$ cat config.mk
export PLATFORM = sky130hd
export DESIGN_NAME = pipeline_ctrl
export DESIGN_NICKNAME = d
export VERILOG_FILES = /design/src/rtl/pipeline_ctrl.sv
export SDC_FILE = /design/constraint.sdc
export NUM_CORES = 1
export LEC_CHECK = 0
export ABC_CLOCK_PERIOD_IN_PS = 2200
export CORE_MARGIN = 2
export CORE_UTILIZATION = 30
export CTS_CLUSTER_SIZE = 16
export DETAILED_ROUTE_END_ITERATION = 7
export PLACE_DENSITY = 0.6
export SLEW_MARGIN = 15
export SYNTH_ARGS = -nofsm -noshare
export SYNTH_HDL_FRONTEND = slang
export SYNTH_SLANG_ARGS = --single-unit
$ cat constraint.sdc
create_clock -name clk -period 2.2 [get_ports clk]
set_input_delay 0.22 -clock clk [delete_from_list [all_inputs] [get_ports clk]]
set_output_delay 0.22 -clock clk [all_outputs]
set_load 0.05 [all_outputs]
$ cat src/rtl/pipeline_ctrl.sv
// Stall/flush sequencer for the 5-stage pipeline: load-use interlock, taken-branch
// flush and data-memory wait freeze with timeout, plus a saturating stall counter.
module pipeline_ctrl #(
  parameter int MEM_TIMEOUT = 15,
  parameter int CNT_W       = 16
) (
  input  logic             clk,
  input  logic             rst,
  input  logic [4:0]       id_rs,
  input  logic [4:0]       id_rt,
  input  logic [4:0]       ex_rt,
  input  logic             ex_memread,
  input  logic             mem_memread,
  input  logic             mem_memwrite,
  input  logic             mem_branch_taken,
  input  logic             dmem_ready,
  output logic             pc_en,
  output logic             ifid_en,
  output logic             idex_en,
  output logic             exmem_en,
  output logic             memwb_en,
  output logic             ifid_flush,
  output logic             idex_flush,
  output logic             exmem_flush,
  output logic             memwb_bubble,
  output logic             dmem_req,
  output logic [CNT_W-1:0] stall_cnt,
  output logic             timeout_err,
  output logic [1:0]       dbg_state
);

  typedef enum logic [1:0] {
    ST_RUN      = 2'd0,
    ST_MEM_WAIT = 2'd1,
    ST_ERROR    = 2'd2
  } state_t;

  localparam int WC_W = (MEM_TIMEOUT < 2) ? 1 : $clog2(MEM_TIMEOUT);
  localparam logic [WC_W-1:0]  WC_LAST = WC_W'(MEM_TIMEOUT - 1);
  localparam logic [CNT_W-1:0] CNT_MAX = '1;

  state_t          state, state_d;
  logic [WC_W-1:0] wait_cnt, wait_cnt_d;
  logic            mem_op, load_use;

  assign mem_op    = mem_memread | mem_memwrite;
  assign load_use  = ex_memread && (ex_rt != 5'd0) && ((ex_rt == id_rs) || (ex_rt == id_rt));
  assign dbg_state = state;

  // dmem handshake: dmem_req acts as valid and dmem_ready as ready; the access
  // completes in the cycle both are high, and req stays high (with the pipeline
  // frozen so address/data hold) until then.
  always_comb begin
    state_d      = state;
    wait_cnt_d   = wait_cnt;
    pc_en        = 1'b1;
    ifid_en      = 1'b1;
    idex_en      = 1'b1;
    exmem_en     = 1'b1;
    memwb_en     = 1'b1;
    ifid_flush   = 1'b0;
    idex_flush   = 1'b0;
    exmem_flush  = 1'b0;
    memwb_bubble = 1'b0;
    dmem_req     = mem_op;

    unique case (state)
      ST_RUN, ST_MEM_WAIT: begin
        if (state == ST_MEM_WAIT) dmem_req = 1'b1;
        if (mem_op && !dmem_ready) begin
          {pc_en, ifid_en, idex_en, exmem_en, memwb_en} = 5'b00000;
          memwb_bubble = 1'b1;
          dmem_req     = 1'b1;
          if (state == ST_RUN) begin
            state_d    = ST_MEM_WAIT;
            wait_cnt_d = '0;
          end else if (wait_cnt == WC_LAST) begin
            state_d = ST_ERROR;
          end else begin
            wait_cnt_d = wait_cnt + 1'b1;
          end
        end else begin
          state_d = ST_RUN;
          if (mem_branch_taken) begin
            ifid_flush  = 1'b1;
            idex_flush  = 1'b1;
            exmem_flush = 1'b1;
          end else if (load_use) begin
            pc_en      = 1'b0;
            ifid_en    = 1'b0;
            idex_flush = 1'b1;
          end
        end
      end
      default: begin
        {pc_en, ifid_en, idex_en, exmem_en, memwb_en} = 5'b00000;
        memwb_bubble = 1'b1;
        dmem_req     = 1'b0;
      end
    endcase

    // Reset freezes every register and aborts any outstanding memory access.
    if (rst) begin
      {pc_en, ifid_en, idex_en, exmem_en, memwb_en} = 5'b00000;
      {ifid_flush, idex_flush, exmem_flush, memwb_bubble} = 4'b1111;
      dmem_req = 1'b0;
    end
  end

  always_ff @(posedge clk) begin
    if (rst) begin
      state       <= ST_RUN;
      wait_cnt    <= '0;
      stall_cnt   <= '0;
      timeout_err <= 1'b0;
    end else begin
      state    <= state_d;
      wait_cnt <= wait_cnt_d;
      if (!pc_en && (state != ST_ERROR) && (stall_cnt != CNT_MAX))
        stall_cnt <= stall_cnt + 1'b1;
      if (state_d == ST_ERROR)
        timeout_err <= 1'b1;
    end
  end

endmodule
; ---- Word-level counts from Yosys, hierarchy flattened
; Index checks and enable logic that the tools add are counted.
[totals]
out_inout_bits = 29
input_bits = 22
register_bits = 23
[classes]
bitwise = 1
reduce_logical = 12
muxes = 30
eq_ne = 8
addsub = 2
[op_table]
columns = op, n
row1 = $mux 1, 24
row2 = $add 16x1->16 const B, 1
row3 = $ne 16x16->1 const B, 1
row4 = $eq 5x5->1, 2
row5 = $mux 2, 4
row6 = $mux 4, 2
row7 = $logic_and 1x1->1, 5
row8 = $reduce_bool 5->1, 1
row9 = $add 4x1->4 const B, 1
row10 = $eq 4x4->1 const B, 1
row11 = $ne 2x2->1 const B, 2
row12 = $reduce_and 3->1, 1
row13 = $eq 2x1->1 const B, 1
row14 = $eq 2x2->1 const B, 1
row15 = $logic_not 1->1, 2
row16 = $logic_not 2->1, 1
row17 = $reduce_or 2->1, 1
row18 = $logic_or 1x1->1, 1
row19 = $or 1x1->1, 1

; ---- Longest topological paths before layout
[logic_depth]
word_depth = 11
mapped_depth = 9
mapped_depth_nobuf = 7

; ---- Least setup slack after synthesis
; OpenSTA, ideal clock, no wires.
[synth_timing]
kind = register to output
from = register state[1], in the netlist dbg_state[1]
to = output pc_en
path_buffers = 1
stages_incl_launch_ff = 5
setup_slack_ns = -1.757
t_required_ns = 1.980
arrival_ns = 3.737
cell_sequence = dfxtp_1 > nor3_1 > inv_1 > nor2_1 > buf_4
[synth_between]
elab_chain_len = 4
[synth_rtl]
columns = element, line
row1 = "start, declared", 42  ; state_t state, state_d;
row2 = "start signal, assigned", 117  ; state <= state_d;
row3 = $eq 2x1->1 / $logic_not 2->1 (equally long branches), -
row4 = $reduce_or 2->1 *, -
row5 = $mux 1 * (2 in series), -
row6 = "end, declared", 17  ; output logic pc_en,
; Every way passes the cells marked *; elsewhere a longest branch is shown, timed or not.

; ---- Worst setup path in the final report
[layout_timing]
from = input ex_rt[3]
to = output pc_en
[layout_between]
elab_chain_len = 8
[layout_rtl]
columns = element, line
row1 = "start, declared", 11  ; input logic [4:0] ex_rt,
row2 = $eq 5x5->1 / $reduce_bool 5->1 (equally long branches), 47  ; assign load_use = ex_memread && (ex_rt != 5'd0) && ((ex_rt == id_rs) || (ex_rt == id_rt));
row3 = $logic_or 1x1->1 / $logic_and 1x1->1 (equally long branches), 47
row4 = $logic_and 1x1->1 *, 47
row5 = $mux 1 *, 88  ; end else if (load_use) begin
row6 = $mux 1 *, 84  ; if (mem_branch_taken) begin
row7 = $mux 1 *, 70  ; if (mem_op && !dmem_ready) begin
row8 = $mux 1 *, 67  ; unique case (state)
row9 = $mux 1 *, 103  ; if (rst) begin
; Marks and branches as above.

==> impl_metrics.py <==
metrics = {
    "sta": {
        "worstMarginPinSlew_ns": 0.497,
        "fin_hold_ws_ns": 0.510,
        "slew_violations": 0,
        "timing.fmax_mhz": 473,
        "fin_crit_sh_pct": 96.1,
        "slew_headroom_pct": 66.5,
        "finalHoldViolations": 0,
        "setup-tns-final_ns": 0,
        "min_period_ns": 2.11,
        "rsz0062_at_grt": "no",
        "setup_violations": 0,
        "skew_ns": 0.00522,
    },
    "drt": {
        "vias": 1352,
        "wl_um": 3240,
        "met1Wirelength_um": 1550,
        "antenna_left": 0,
        "highest_layer": "met4",
        "wire_per_inst_um": 12.1,
        "vias_per_cell": 5.04,
        "drc_errors": 0,
        "wl_met2_um": 1530,
        "firstDrtPassIters": 4,
        "wl_met3_um": 143,
        "drt_iter0_drc": 95,
    },
    "synth": {
        "syn_nets": 191,
        "synth_cell_type_count": 38,
        "synth_cells": 166,
        "yosys_warnings": 0,
        "synth-seq-cells": 23,
        "synth.avg_cell_area_um2": 8.02,
        "ys_seq_area_share_pct": 34.6,
        "synth_area_um2": 1330,
    },
    "global_route": {
        "grt_pass1_wl_um": 5370,
        "antenna_found_initial": 0,
        "grt-ovfl-total": 0,
        "grt_usage_pct": 12.9,
        "grt_max_degree": 31,
        "grt_pass1_vias": 1212,
    },
    "clock_tree": {
        "clk_latency_ns": 0.26,
        "tritoncts": "built",
        "hold_buffers": 0,
        "cts_buffers": 3,
        "ctsResizeCount": 0,
        "cts_num_sinks": 23,
        "cts.path.max_buffers": 2,
        "post_cts_buffers": 0,
        "h-tree-depth": 1,
        "clk_pin_slew_worst_paths_ns": 0.08,
        "cts-root-buf": "clkbuf_8",
    },
    "setup_path": {
        "crit_arrival_ns": 1.89,
        "critPathLaunchType": "input port",
        "crit_path_end_kind": "output pin",
        "r2r_slack_ns": 0.25,
        "critPathMaxFanout": 3,
        "required_ns": 1.98,
        "worst-setup-path-type": "input port to output pin",
    },
    "power_and_ir_drop": {
        "peakVddDrop_mv": 0.404,
        "cellLeakagePower_nw": 0.730,
        "pwr-share-clk_pct": 26.5,
        "combPwrFrac_pct": 29.2,
        "swShare_pct": 29.8,
        "power.density_nw_per_um2": 473,
        "power_frac_seq_pct": 44.3,
        "intPower_w": 0.000691,
        "p_sw_w": 0.000293,
    },
    "floorplanning": {
        "die_y_um": 70.6,
        "rows": 24,
        "fp.coreArea_um2": 4320,
        "floorplan.initialDensity_pct": 30.8,
        "boundaryPins": 51,
        "die_width_um": 70.6,
        "die_area_um2": 4990,
    },
    "finish": {
        "layout_common_cells": "clkdlybuf4s50_1, dfxtp_1, a21oi_1, nand3_1, nor2_1",
        "diodes": 0,
        "regArea_um2": 465,
        "area_growth_pct": 56.3,
        "num-fill-cells": 431,
        "multiInputGateArea_um2": 825,
        "final_nets": 242,
        "utilization_pct": 48.1,
        "drive_gt1_share_pct": 16.2,
        "layout_commonest_cell": "clkdlybuf4s50_1",
    },
    "placed_design": {
        "gp_congestion": 0.711,
        "dpl.hpwl_um": 2400,
        "io_buffer_count": 50,
    },
    "run": {
        "drv_cap": 0,
    },
    "min_path": {
        "min_path_type": "flop to flop",
    },
    "outcome": {
        "outcome": "complete, no violations",
    },
}
power by group through the flow:
| stage | Sequential [W] | Clock, W | Combinational [W] |
|---|---|---|---|
| 4_1_cts | 0.000436 | 0.000272 | 0.000282 |
| 2_1_floorplan | 0.000469 | 0 | 0.000136 |
| 3_3_place_gp | 0.000446 | 0 | 0.000282 |
| 6_report | 0.000436 | 0.000261 | 0.000287 |
| 3_5_place_dp | 0.000446 | 0 | 0.000281 |
| 5_1_grt | 0.000438 | 0.000287 | 0.000303 |
routing by layer:
metal / vias to the layer above / track usage [%]
met3: 2 / 3.70
li1: 698 / -
met4: 0 / 1.89
met1: 625 / 17.5
met5: - / 0
met2: 27 / 21.0
state kept, by name, summed over array words and instances (netlist names):
register and cells:
timeout_err 1, dbg_state 2, stall_cnt 16, wait_cnt 4
synth_stat cells, drive strengths merged:
master | count | area share [%]
nand2 | 7 | 2.0
buf | 7 | 4.6
a41oi | 1 | 0.66
xnor2 | 10 | 6.6
nor3 | 6 | 2.3
or3 | 11 | 5.2
mux2i | 2 | 1.5
and3 | 4 | 1.9
nand3 | 12 | 4.5
and2 | 1 | 0.47
a21o | 2 | 1.1
nor2b | 1 | 0.47
dfxtp | 23 | 35
nor4 | 3 | 1.9
clkbuf | 4 | 1.2
a21oi | 19 | 7.4
nand3b | 1 | 0.56
inv | 5 | 1.4
xor2 | 1 | 0.66
o21ba | 2 | 1.5
nand4 | 4 | 1.9
o21ai | 13 | 5.2
o21bai | 1 | 0.56
o22ai | 1 | 0.47
o31ai | 3 | 1.7
nand2b | 1 | 0.47
nor2 | 13 | 3.7
a211oi | 1 | 0.56
ha | 3 | 2.8
or4 | 4 | 2.3
final timing paths:
kind                                      end     startpoint  cells after the start
worst max-delay path                    pc_en       ex_rt[3]                      7
worst min-delay path            stall_cnt[14]  stall_cnt[14]                      2
worst max register to register   stall_cnt[1]   stall_cnt[7]                      7
worst min register to register  stall_cnt[14]  stall_cnt[14]                      2
cell families (layout without fill, tap and decap cells):
| family | Yosys count | in the layout | share of synthesized area [%] |
|---|---|---|---|
| AND/OR/NAND/NOR | 68 | 68 | 27.4 |
| AO/OA/AOI/OAI | 43 | 43 | 19.2 |
| flip-flops | 23 | 23 | 34.6 |
| buffers and inverters | 16 | 66 | 7.24 |
| XOR/XNOR | 11 | 11 | 7.24 |
| adder cells (fa/ha/maj) | 3 | 3 | 2.82 |
| multiplexers | 2 | 2 | 1.50 |
cell type report:
cell class                      count  share of cell area, %
Clock buffer                        4                   2.16
Inverter                            5                   1.08
Multi-Input combinational cell    127                   39.6
Sequential cell                    23                   22.4
Tap cell                           52                   3.13
Timing Repair Buffer               57                   31.6
metrics by stage:
stage          setup WS (ns)  instance area (um^2)  power (W)  instances
2_1_floorplan         -0.172                  1370   0.000605        166
3_3_place_gp        -0.00911                  2010   0.000727        264
3_5_place_dp         -0.0223                  2010   0.000727        264
4_1_cts               0.0337                  2050   0.000991        268
5_1_grt               0.0165                  2080    0.00103        268
6_report              0.0858                  2080   0.000984        268
critical path, stage by stage:
cell,delay (ns)
clkdlybuf4s50_1,0.47
or4_4,0.52
o21ai_4,0.17
nand2b_4,0.14
nor2_1,0.06
nor2_4,0.15
buf_12,0.15
Note: power is estimated with default switching activity, not from simulation.
==> edit, RTL diff (config.mk and constraints unchanged) <==
The parameter `CNT_W` goes from 16 to 24.
--- a/src/rtl/pipeline_ctrl.sv
+++ b/src/rtl/pipeline_ctrl.sv
@@ -3,5 +3,5 @@
 module pipeline_ctrl #(
   parameter int MEM_TIMEOUT = 15,
-  parameter int CNT_W       = 16
+  parameter int CNT_W       = 24
 ) (
   input  logic             clk,
Interface: changed (resized stall_cnt); port bits go from 51 to 59. The function was not compared with the original's and may differ.
==> edit against the original RTL <==
- synthesized area rose by 39%
- sequential share of layout area fell by 0.80 points
- sequential cell count rose by 8
- register-to-register slack got worse by 0.08 ns
- total power rose by 34%
- wire length rose by 67%
- cell area rose by 42%
- worst setup slack improved by 0.028 ns
- largest cell class unchanged
==> edit: results (changes against the original RTL) <==
Logic synthesis
  • Syn avg cell area: 8.20 µm² (+2.2%)
  • Synth cell count leaders: dfxtp_1, a21oi_1, o31ai_1, or4_1
  • Sequential share of the synthesized area: 0.336 (-0.00937)
  • Post-Syn Nets: 250 (+31%)
  • Synth area leaders: dfxtp_1, o31ai_1, or4_1
  • Distinct cells, synth: 43 (+13%)

Global route
  • GRT Util Overall: 0.161 (+0.0319)
  • First-pass GRT wire length: 8.55 mm (+59%)
  • Number of global-route vias before repair: 1893 (+56%)
  • Largest net degree at the start of global routing: 34 (+9.7%)

Routing
  • Initial drt markers: 87 (-8.4%)
  • Vias post-DR: 2018 (+49%)

Critical path
  • Worst Path Max Fanout: 5 (+2)
  • R2R Path Start: stall_cnt[10]
  • CP startpoint: dmem_ready

Timing
  • Fin Clk Skew: 0.00589 ns (+0.000672 ns)

Final layout
  • Fin cells: 374 (+40%)
  • Ratio of cells with drive above 1 in the final layout: 0.288 (+0.126)
  • Max FFs per register: 24 (+8)
  • Fillers: 587 (+36%)

Clock tree
  • Clk_lat worst skew: 0.28 ns (+0.02 ns)
  • Cts bufs inserted: 5 (+2)

Placed design
  • IO Port Bufs: 58 (+16%)
  • Detailed placer's ending HPWL: 3.66 mm (+52%)
  • Cell Area, Placed: 0.00271 mm² (+35%)

Power
  • LEAKAGE: 1.08 nW (+48%)

Outcome
  • Outcome: finished clean

Worst hold path
  • HP Start: stall_cnt[15]
## edit: changes by cell type after synthesis, sizes merged, moves of 6 or more
cell,delta
xor2,+11
and4,+7
xnor2,-9
o31ai,+13
dfxtp,+8
or3,-9
or4,+12
o21ai,-9
nand2,+6
## edit: cell type report
cell class,count,share of cell area
well taps,75,0.0317
repair buffers,84,0.295
clock buffers,7,0.0257
inverters,6,0.00886
multi-input cells,171,0.423
flip-flops and latches,31,0.216
## edit: cell families after synthesis
group	count (synthesis)	synth area share
compound gates	54	0.191
fa+ha+maj	3	0.0204
mux	3	0.0183
simple gates	98	0.310
xor+xnor	13	0.0617
buf+inv	23	0.0624
flops	31	0.337
## edit: final timing paths
kind                                       to  slack [ns]  depth (start not counted)
worst max-delay path            stall_cnt[10]        0.11                          8
worst min-delay path            stall_cnt[15]        0.49                          2
worst max register to register   stall_cnt[1]        0.17                          7
worst min register to register  stall_cnt[15]        0.49                          2
## edit: power breakdown
group	leakage (nW)	internal, W	switching, W
registers	0.257	0.000567	0.0000110
logic	0.782	0.000142	0.000169
clock network	0.0383	0.000218	0.000209
total	1.08	0.000927	0.000389
## edit: worst max-delay path, stage by stage
cell	delay, ns
clkdlybuf4s50_1	0.42
o21ba_4	0.25
nor3_4	0.04
or2_2	0.30
o41a_1	0.22
buf_6	0.20
or4_4	0.51
a21oi_2	0.13
## edit: per-layer routing
metal	GRT usage	wire [µm]	vias to the layer above
met2	0.265	2450	60
met3	0.0413	365	8
met5	0	0	-
met1	0.205	2510	954
met4	0.0500	82	0
li1	-	-	996
## edit: timing repair
action                     CTS  global route
setup endpoints to repair   19            24
resized for setup           28            23
gates cloned                 3             0
pin swaps                    8            16
buffers inserted             3             0
## edit: stage by stage
stage          worst slack [ns]  setup TNS (ns)   util
2_1_floorplan            -0.264          -0.493      -
3_3_place_gp             -0.329           -6.28  0.457
3_5_place_dp             -0.427           -7.28  0.457
4_1_cts               0.0000389               0  0.487
5_1_grt                  0.0193               0  0.501
6_report                  0.113               0  0.501
